## src/rtl/bus_transfer_ctrl.sv

```systemverilog
// Register-transfer controller wrapped around an external 2:1 DA/BUS multiplexer.
// Handshaked LOAD / MOVE / SWAP / CLEAR commands write a 4-entry register bank from mux_out.
module bus_transfer_ctrl #(
    parameter int WORD_LENGTH = 8,
    parameter int NUM_REGS    = 4
) (
    input  logic                   clk,
    input  logic                   reset,
    input  logic                   cmd_valid,
    output logic                   cmd_ready,
    input  logic [1:0]             cmd_op,
    input  logic [1:0]             cmd_src,
    input  logic [1:0]             cmd_dst,
    output logic                   Sel_A,
    output logic [WORD_LENGTH-1:0] BUS,
    input  logic [WORD_LENGTH-1:0] mux_out,
    output logic                   done,
    input  logic [1:0]             rd_addr,
    output logic [WORD_LENGTH-1:0] rd_data
);

    typedef enum logic [2:0] {
        ST_IDLE,
        ST_X1,
        ST_X2,
        ST_X3,
        ST_DONE
    } state_t;

    localparam logic [1:0] OP_LOAD  = 2'b00;
    localparam logic [1:0] OP_MOVE  = 2'b01;
    localparam logic [1:0] OP_SWAP  = 2'b10;
    localparam logic [1:0] OP_CLEAR = 2'b11;

    state_t                 state_reg, state_next;
    logic [1:0]             op_reg, src_reg, dst_reg;
    logic [WORD_LENGTH-1:0] tmp_reg;
    logic [WORD_LENGTH-1:0] regs_reg [NUM_REGS];

    logic                   wr_en;
    logic [1:0]             wr_addr;
    logic                   tmp_en;
    logic [NUM_REGS-1:0]    wr_sel;

    always_ff @(posedge clk) begin
        if (reset) begin
            state_reg <= ST_IDLE;
            op_reg    <= '0;
            src_reg   <= '0;
            dst_reg   <= '0;
            tmp_reg   <= '0;
        end else begin
            state_reg <= state_next;
            if (state_reg == ST_IDLE && cmd_valid) begin
                op_reg  <= cmd_op;
                src_reg <= cmd_src;
                dst_reg <= cmd_dst;
            end
            if (tmp_en) begin
                tmp_reg <= mux_out;
            end
        end
    end

    // Every register write takes mux_out; the FSM only chooses what goes onto BUS.
    always_comb begin
        state_next = state_reg;
        cmd_ready  = 1'b0;
        done       = 1'b0;
        Sel_A      = 1'b0;
        BUS        = '0;
        wr_en      = 1'b0;
        wr_addr    = dst_reg;
        tmp_en     = 1'b0;
        unique case (state_reg)
            ST_IDLE: begin
                cmd_ready = 1'b1;
                if (cmd_valid) begin
                    state_next = ST_X1;
                end
            end
            ST_X1: begin
                unique case (op_reg)
                    OP_LOAD: begin
                        wr_en      = 1'b1;
                        state_next = ST_DONE;
                    end
                    OP_MOVE: begin
                        Sel_A      = 1'b1;
                        BUS        = regs_reg[src_reg];
                        wr_en      = 1'b1;
                        state_next = ST_DONE;
                    end
                    OP_SWAP: begin
                        Sel_A      = 1'b1;
                        BUS        = regs_reg[src_reg];
                        tmp_en     = 1'b1;
                        state_next = ST_X2;
                    end
                    OP_CLEAR: begin
                        Sel_A      = 1'b1;
                        wr_en      = 1'b1;
                        state_next = ST_DONE;
                    end
                    default: state_next = ST_DONE;
                endcase
            end
            ST_X2: begin
                Sel_A      = 1'b1;
                BUS        = regs_reg[dst_reg];
                wr_en      = 1'b1;
                wr_addr    = src_reg;
                state_next = ST_X3;
            end
            ST_X3: begin
                Sel_A      = 1'b1;
                BUS        = tmp_reg;
                wr_en      = 1'b1;
                state_next = ST_DONE;
            end
            ST_DONE: begin
                done       = 1'b1;
                state_next = ST_IDLE;
            end
            default: state_next = ST_IDLE;
        endcase
    end

    genvar gi;
    generate
        for (gi = 0; gi < NUM_REGS; gi++) begin : g_wr_sel
            assign wr_sel[gi] = wr_en && (wr_addr == 2'(gi));
        end
    endgenerate

    always_ff @(posedge clk) begin
        for (int i = 0; i < NUM_REGS; i++) begin
            if (reset) begin
                regs_reg[i] <= '0;
            end else if (wr_sel[i]) begin
                regs_reg[i] <= mux_out;
            end
        end
    end

    assign rd_data = regs_reg[rd_addr];

endmodule

```

## config.mk

```make
export PLATFORM = sky130hd
export DESIGN_NAME = bus_transfer_ctrl
export DESIGN_NICKNAME = d
export VERILOG_FILES = /design/src/rtl/bus_transfer_ctrl.sv
export SDC_FILE = /design/constraint.sdc
export NUM_CORES = 1
export LEC_CHECK = 0
export ABC_AREA = 1
export CORE_ASPECT_RATIO = 1.2
export CORE_MARGIN = 1
export CORE_UTILIZATION = 45
export DETAILED_ROUTE_END_ITERATION = 8
export PLACE_DENSITY_LB_ADDON = 0.25
export REMOVE_ABC_BUFFERS = 1
export SKIP_LAST_GASP = 1
export SYNTH_ARGS = -nofsm -noshare
export SYNTH_HDL_FRONTEND = slang
export SYNTH_SLANG_ARGS = --single-unit
```

## constraint.sdc

```tcl
create_clock -name clk -period 3.4 [get_ports clk]
set_input_delay 0.34 -clock clk [delete_from_list [all_inputs] [get_ports clk]]
set_output_delay 0.34 -clock clk [all_outputs]
set_load 0.05 [all_outputs]
```

Word level (Yosys, flattened, before mapping)
Memory sizes are Yosys's and may differ from the RTL's. A register that Yosys moved wholly into a read port is not among the register bits.
Cells that the tools add are included.
{ "totals": {"output_inout_bits": 19, "word_cells": 69, "n_memories": 1, "mem_bits_rw": 32, "reg_bits": 17, "inputBits": 19} }
{ "op_classes": {"n_bitwise": 4, "reduce_logical": 12, "n_eq_ne": 11, "n_mux": 36} }
{ "memory_table": {"columns": ["name", "words", "word_bits", "read_ports", "rd_ports_with_merged_regs", "wr", "line", "rtl"], "rows": [
  ["regs_reg", 4, 8, 3, 2, 4, "38", "logic [WORD_LENGTH-1:0] regs_reg [NUM_REGS];"]
]} }
{ "op_table": {"columns": ["cell", "n"], "rows": [
  ["8-bit two-way mux", 5],
  ["8-bit case mux with 3 select lines", 1],
  ["1-bit two-way mux", 20],
  ["3-bit case mux with 4 select lines", 1],
  ["2-bit two-way mux", 5],
  ["2-bit == test, second input constant", 4],
  ["3-bit by 2-bit == test with 1-bit output, second input constant", 2],
  ["3-bit case mux with 2 select lines", 1],
  ["3-bit OR reduction", 2],
  ["1-bit logical AND", 5],
  ["2-bit by 1-bit == test with 1-bit output, second input constant", 2],
  ["2-bit logical NOT", 2],
  ["1-bit bitwise OR", 4],
  ["1-bit case mux with 2 select lines", 2],
  ["2-bit OR reduction", 2],
  ["3-bit by 1-bit == test with 1-bit output, second input constant", 1],
  ["3-bit == test, second input constant", 1],
  ["3-bit logical NOT", 1],
  ["3-bit two-way mux", 1],
  ["2-bit inequality test, second input constant", 1]
]} }

Longest topological paths before layout
Gate-level depths: netlist of the first run.
{ "logic_depth": {"ltp_word": 9, "ltp_mapped": 7, "mapped_depth_nobuf": 7} }

Worst setup path before layout of the first run
Ideal clock, no wire load.
{ "synth_path": {"kind": "register to output", "from": "reg state_reg[0]", "to": "out Sel_A", "slack_ns": 1.326, "path_stages_with_launch": 5, "n_path_buf": 0, "t_arrival_ns": 1.734, "required_time_ns": 3.060, "cell_sequence": "dfxtp_1 inv_2 nor2_4 nand2_2 o21ai_0"} }
{ "synth_via": {"elab_chain_len": 3, "word_cells_on_any_way": 5, "cone_classes": "eq/ne: 3; mux: 1; reduce/logical: 1"} }
{ "synth_lines": {"columns": ["element", "line", "rtl"], "rows": [
  ["start, declared", "35", "state_t state_reg, state_next;"],
  ["start signal, assigned", "53", "state_reg <= state_next;"],
  ["3-bit by 2-bit == test with 1-bit output", "75", "unique case (state_reg)"],
  ["2-bit OR reduction (no line)", null, null],
  ["1-bit case mux with 2 select lines (*)", "75", null],
  ["end, declared", "14", "output logic Sel_A,"]
]} }
Every way passes the cells marked *; elsewhere a longest branch is shown, timed or not.

Final worst setup path of the first run
{ "layout_path": {"from": "reg op_reg[1]", "to": "out BUS[1]"} }
{ "layout_via": {"elab_chain_len": 4, "word_cells_on_any_way": 5, "cone_classes": "eq/ne: 2; mux: 2; reduce/logical: 1"} }
{ "layout_lines": {"columns": ["element", "line", "rtl"], "rows": [
  ["start, declared", "36", "logic [1:0] op_reg, src_reg, dst_reg;"],
  ["start signal, assigned", "55", "op_reg <= cmd_op;"],
  ["2-bit == test or 2-bit by 1-bit == test with 1-bit output (tied branches)", "83", "unique case (op_reg)"],
  ["2-bit OR reduction (no line) (*)", null, null],
  ["8-bit two-way mux (*)", null, null],
  ["8-bit case mux with 3 select lines (*)", "75", null],
  ["end, declared", "15", "output logic [WORD_LENGTH-1:0] BUS,"]
]} }
Marks and branches as above.

==> out/metrics.yaml, run 1 <==
synthToLayoutAreaGrowth_pct: 17.7
gp_congestion: 0.826
htree_num_levels: 2
power.density_nw_per_um2: 418
cts_max_path_buffers: 2
grt_max_degree: 19
clkSinkCount: 53
ant_nets: 0
die_h_microns: 90.0
detail_route.vias_per_cell: 5.60
final_common_cell: "nand2_1"
gr-usage-all-layers_pct: 25.0
portBuffers: 37
grt.overflow.total: 0
route.detailed.drc: 0
rsz0062_at_grt: "false"
cts_root_buf: "clkbuf_8"
die_w_microns: 75.4
worstPathRequired_ps: 3060
finalClockSkew_ps: 9.50
pre_cts_ws_ps: 628
seq_area_frac_synth_pct: 47.5
min_period_ps: 2860
num_rows: 31
via_count: 2710
antenna_found_initial: 0
synthCells: 367
ys_types: 23
fmax_ghz: 0.349
setup_ws_ps: 538
ys_warn_count: 0
slew_headroom_pct: 31.7
numCtsBuffers: 5
hold_violations: 0
die_area_sq_um: 6790
setup_tns_ps: 0
layout_common_cells: "80 x nand2_1, 60 x nand3_1, 52 x nor2_1"
synth-seq-cells: 53
cts_tree: "built"
min_period_over_period_pct: 84.2
cp.arrival_ps: 2520
post-cts-setup-buffers: 0
antenna_cells: 0
start_util_pct: 47.4
ios: 38
tightest_slew_ps: 1020
path_class: "register to primary output"
wl_met3_microns: 560
ir_drop_mv: 0.287
clkLatencyLatePin_ps: 310
critPathMaxFanout: 8
grt_pass1_vias: 2640
drt-met1-wl_mm: 3.12
finalSetupViolations: 0
cp-start-kind: "register"
netlist_area_sq_um: 2910
largest_reg_flops: 32
drtPass1Iterations: 5
hold_buffers: 0
hp-class: "register to register"
cts_resized: 0
fin_nets: 423
dp.final_hpwl_mm: 5.26
drtIter0Drc: 228
avgSynthCellArea_sq_um: 7.92
route.met2.wl_mm: 4.01
run_status: "completed"
grt_pass1_wl_mm: 12.5
detail_route.wl_per_cell_microns: 16.3
clk_pin_slew_ps: 90
core_area_sq_um: 6130
p_leak_nw: 1.34
postRouteWirelength_mm: 7.91
maxUsedRoutingLayer: "met4"
cp-end-kind: "primary output"
drive_gt1_share_pct: 7.46
slew_viol_final: 0
maxCapViolations: 0
routing by layer:
metal  track usage [%]  up-vias
li1                  -     1305
met5                 0        -
met4              9.57        0
met3              4.60       21
met1              30.6     1257
met2              42.5      127
area by class of cell:
| type | count | area, sq um |
|---|---|---|
| Fill cell | 592 | 2710 |
| Sequential cell | 53 | 1380 |
| Multi-Input combinational cell | 272 | 1350 |
| Timing Repair Buffer | 41 | 400 |
| Inverter | 28 | 105 |
| Tap cell | 82 | 103 |
| Clock buffer | 5 | 68.8 |
| Clock inverter | 3 | 12.5 |
path summary, 6_finish.rpt:
check                           startpoint              to  slack (ps)  depth (start not counted)
worst max-delay path             op_reg[1]          BUS[1]         540                          7
worst min-delay path            dst_reg[1]        register         490                          2
worst min register to register  dst_reg[1]        register         490                          2
worst max register to register   op_reg[0]  regs_reg[3][3]        1150                          7
logic make-up after synthesis:
kind of cell | synth area share (%)
AO/OA/AOI/OAI | 11.8
adder cells (fa/ha/maj) | 1.29
AND/OR/NAND/NOR | 33.4
buffers and inverters | 6.03
flip-flops | 47.5
report_power, final:
| part | switching (W) | internal, W |
|---|---|---|
| clock network | 0.000204 | 0.000139 |
| registers | 0.0000338 | 0.000720 |
| logic | 0.000226 | 0.000107 |
| total | 0.000464 | 0.000966 |
per-stage QoR:
stage	power [W]	cells	util, %	instance area, sq um	hold slack [ps]
floorplan	0.000976	353	-	2840	409
global placement	0.00109	476	54.5	3340	468
detailed placement	0.00110	476	54.5	3340	477
CTS	0.00143	484	55.8	3420	490
global route	0.00149	484	55.8	3420	528
finish	0.00143	484	55.8	3420	486
Yosys cell counts, drive strengths merged:
| cell | n | area share (%) |
|---|---|---|
| nand2 | 86 | 12 |
| edfxtp | 32 | 33 |
| o22ai | 8 | 1.7 |
| a21oi | 15 | 2.6 |
| ha | 3 | 1.3 |
| nand3 | 60 | 10 |
| o21ai | 39 | 7.5 |
| dfxtp | 21 | 14 |
| nand4 | 4 | 2.9 |
| buf | 6 | 1.3 |
| nor2 | 57 | 8.3 |
| clkbuf | 8 | 1.1 |
| inv | 28 | 3.6 |
critical path, cell delays in order, from the launching register on:
cell and delay, ps:
dfxtp_1 360, inv_1 70, ha_1 280, inv_1 40
nor2_2 410, nand3_1 130, nand3_1 120, clkdlybuf4s50_1 800
(Power assumes the default switching activity.)
==> run 2, diff against run 1 <==
==> constraint.sdc (replaced) <==
create_clock -name clk -period 2.8 [get_ports clk]
set_input_delay 0.28 -clock clk [delete_from_list [all_inputs] [get_ports clk]]
set_output_delay 0.28 -clock clk [all_outputs]
set_load 0.05 [all_outputs]
==> run 2 against run 1 <==
- worst setup slack worse by 110 ps
- critical path depth unchanged
- worst hold slack about the same
- die area stayed put
- combinational power rose by 37%
- register-to-register slack got worse by 340 ps
- sequential share of layout area down 2.2 points
- power up 31%
- sequential cell count unchanged
==> out/metrics.yaml, run 2 (same netlist as run 1, synthesis figures left out) <==
run_status: "completed"
cp-start-kind: "register"
drtPass1Iterations: 7
cp-end-kind: "primary output"
antenna_found_initial: 0
power_w: 0.00187
layout_common_cells: "80 x nand2_1, 60 x nand3_1, 52 x nor2_1"
clk_pin_slew_ps: 90
portBuffers: 37
fin_nets: 432
tightest_slew_ps: 575
grt.overflow.total: 0
die_w_microns: 75.4
clkLatencyLatePin_ps: 310
multi_input_area_sq_um: 1350
rsz0062_at_grt: "false"
detail_route.wl_per_cell_microns: 15.9
numCtsBuffers: 5
critPathMaxFanout: 8
ir_drop_mv: 0.399
detail_route.vias_per_cell: 5.54
maxUsedRoutingLayer: "met4"
route.met2.wl_mm: 4.12
post-cts-setup-buffers: 0
slew_headroom_pct: 61.6
antenna_cells: 0
via_count: 2732
fmax_ghz: 0.421
grt_pass1_wl_mm: 12.8
hold_buffers: 0
hp-class: "register to register"
setup_tns_ps: 0
htree_num_levels: 2
cp.arrival_ps: 2090
grt_pass1_vias: 2672
gr-usage-all-layers_pct: 25.2
cts_tree: "built"
num_rows: 31
drt-met1-wl_mm: 2.97
postRouteWirelength_mm: 7.83
start_util_pct: 47.4
cts_root_buf: "clkbuf_8"
min_period_ps: 2370
die_area_sq_um: 6790
slew_viol_final: 0
synthToLayoutAreaGrowth_pct: 24.4
ant_nets: 0
min_period_over_period_pct: 84.8
drtIter0Drc: 224
drive_gt1_share_pct: 11.7
clkSinkCount: 53
final-seq-area_sq_um: 1380
cts_resized: 0
final_common_cell: "nand2_1"
core_area_sq_um: 6130
path_class: "register to primary output"
worstPathRequired_ps: 2520
largest_reg_flops: 32
dp.final_hpwl_mm: 5.47
cts_max_path_buffers: 2
route.detailed.drc: 0
wl_met3_microns: 544
maxCapViolations: 0
ios: 38
die_h_microns: 90.0
gp_congestion: 0.868
finalClockSkew_ps: 11.0
finalSetupViolations: 0
hold_violations: 0
p_leak_nw: 1.59
n_fill_cell: 605
power.density_nw_per_um2: 517
grt_max_degree: 17
-- run 2: changes by cell type in the layout (fill, tap and decap cells not counted), sizes merged --
cell	before	now
clkbuf	5	6
clkinv	3	1
buf	4	21
dlymetal6s2s	0	8
bufinv	0	1
clkdlybuf4s50	37	21
-- run 2: area by class of cell --
class / instances / area share, %
sequential: 53 / 38.2
multi-input combinational: 272 / 37.3
timing repair buffer: 50 / 15.7
inverter: 28 / 2.91
tap: 82 / 2.84
clock buffer: 6 / 2.01
clock inverter: 2 / 0.969
-- run 2: final timing paths --
check                                 from        endpoint  slack (ps)  cells after the start
worst max-delay path             op_reg[1]          BUS[1]         430                      7
worst min-delay path            src_reg[1]        register         490                      2
worst max register to register   op_reg[0]  regs_reg[3][3]         810                      8
worst min register to register  src_reg[1]        register         490                      2
-- run 2: critical path, cell delays in order, from the launching register on --
cell	delay (ps)
dfxtp_1	360
inv_1	70
ha_1	270
inv_1	40
nor2_2	400
nand3_1	130
nand3_1	100
dlymetal6s2s_1	410
-- run 2: power by group --
group / switching, W / internal, W / total (W) / leakage [nW]
Sequential: 0.0000321 / 0.000874 / 0.000906 / 0.504
Clock: 0.000241 / 0.000266 / 0.000506 / 0.0552
Combinational: 0.000292 / 0.000164 / 0.000456 / 1.03
Total: 0.000565 / 0.00130 / 0.00187 / 1.59
-- run 2: routing by layer --
| metal | GRT usage [%] | up-vias |
|---|---|---|
| met5 | 0 | - |
| met4 | 10.3 | 0 |
| met2 | 44.0 | 126 |
| met1 | 30.0 | 1261 |
| met3 | 3.81 | 22 |
| li1 | - | 1323 |
-- run 2: through the flow --
stage / instances / utilization (%) / setup slack, ps / cell area (sq um) / hold WS (ps)
finish: 493 / 59.0 / 427 / 3610 / 486
global route: 493 / 59.0 / 267 / 3610 / 514
CTS: 493 / 58.7 / 31.3 / 3590 / 493
detailed placement: 485 / 56.9 / 371 / 3490 / 481
global placement: 485 / 56.9 / 407 / 3490 / 470
floorplan: 353 / - / 786 / 2840 / 349
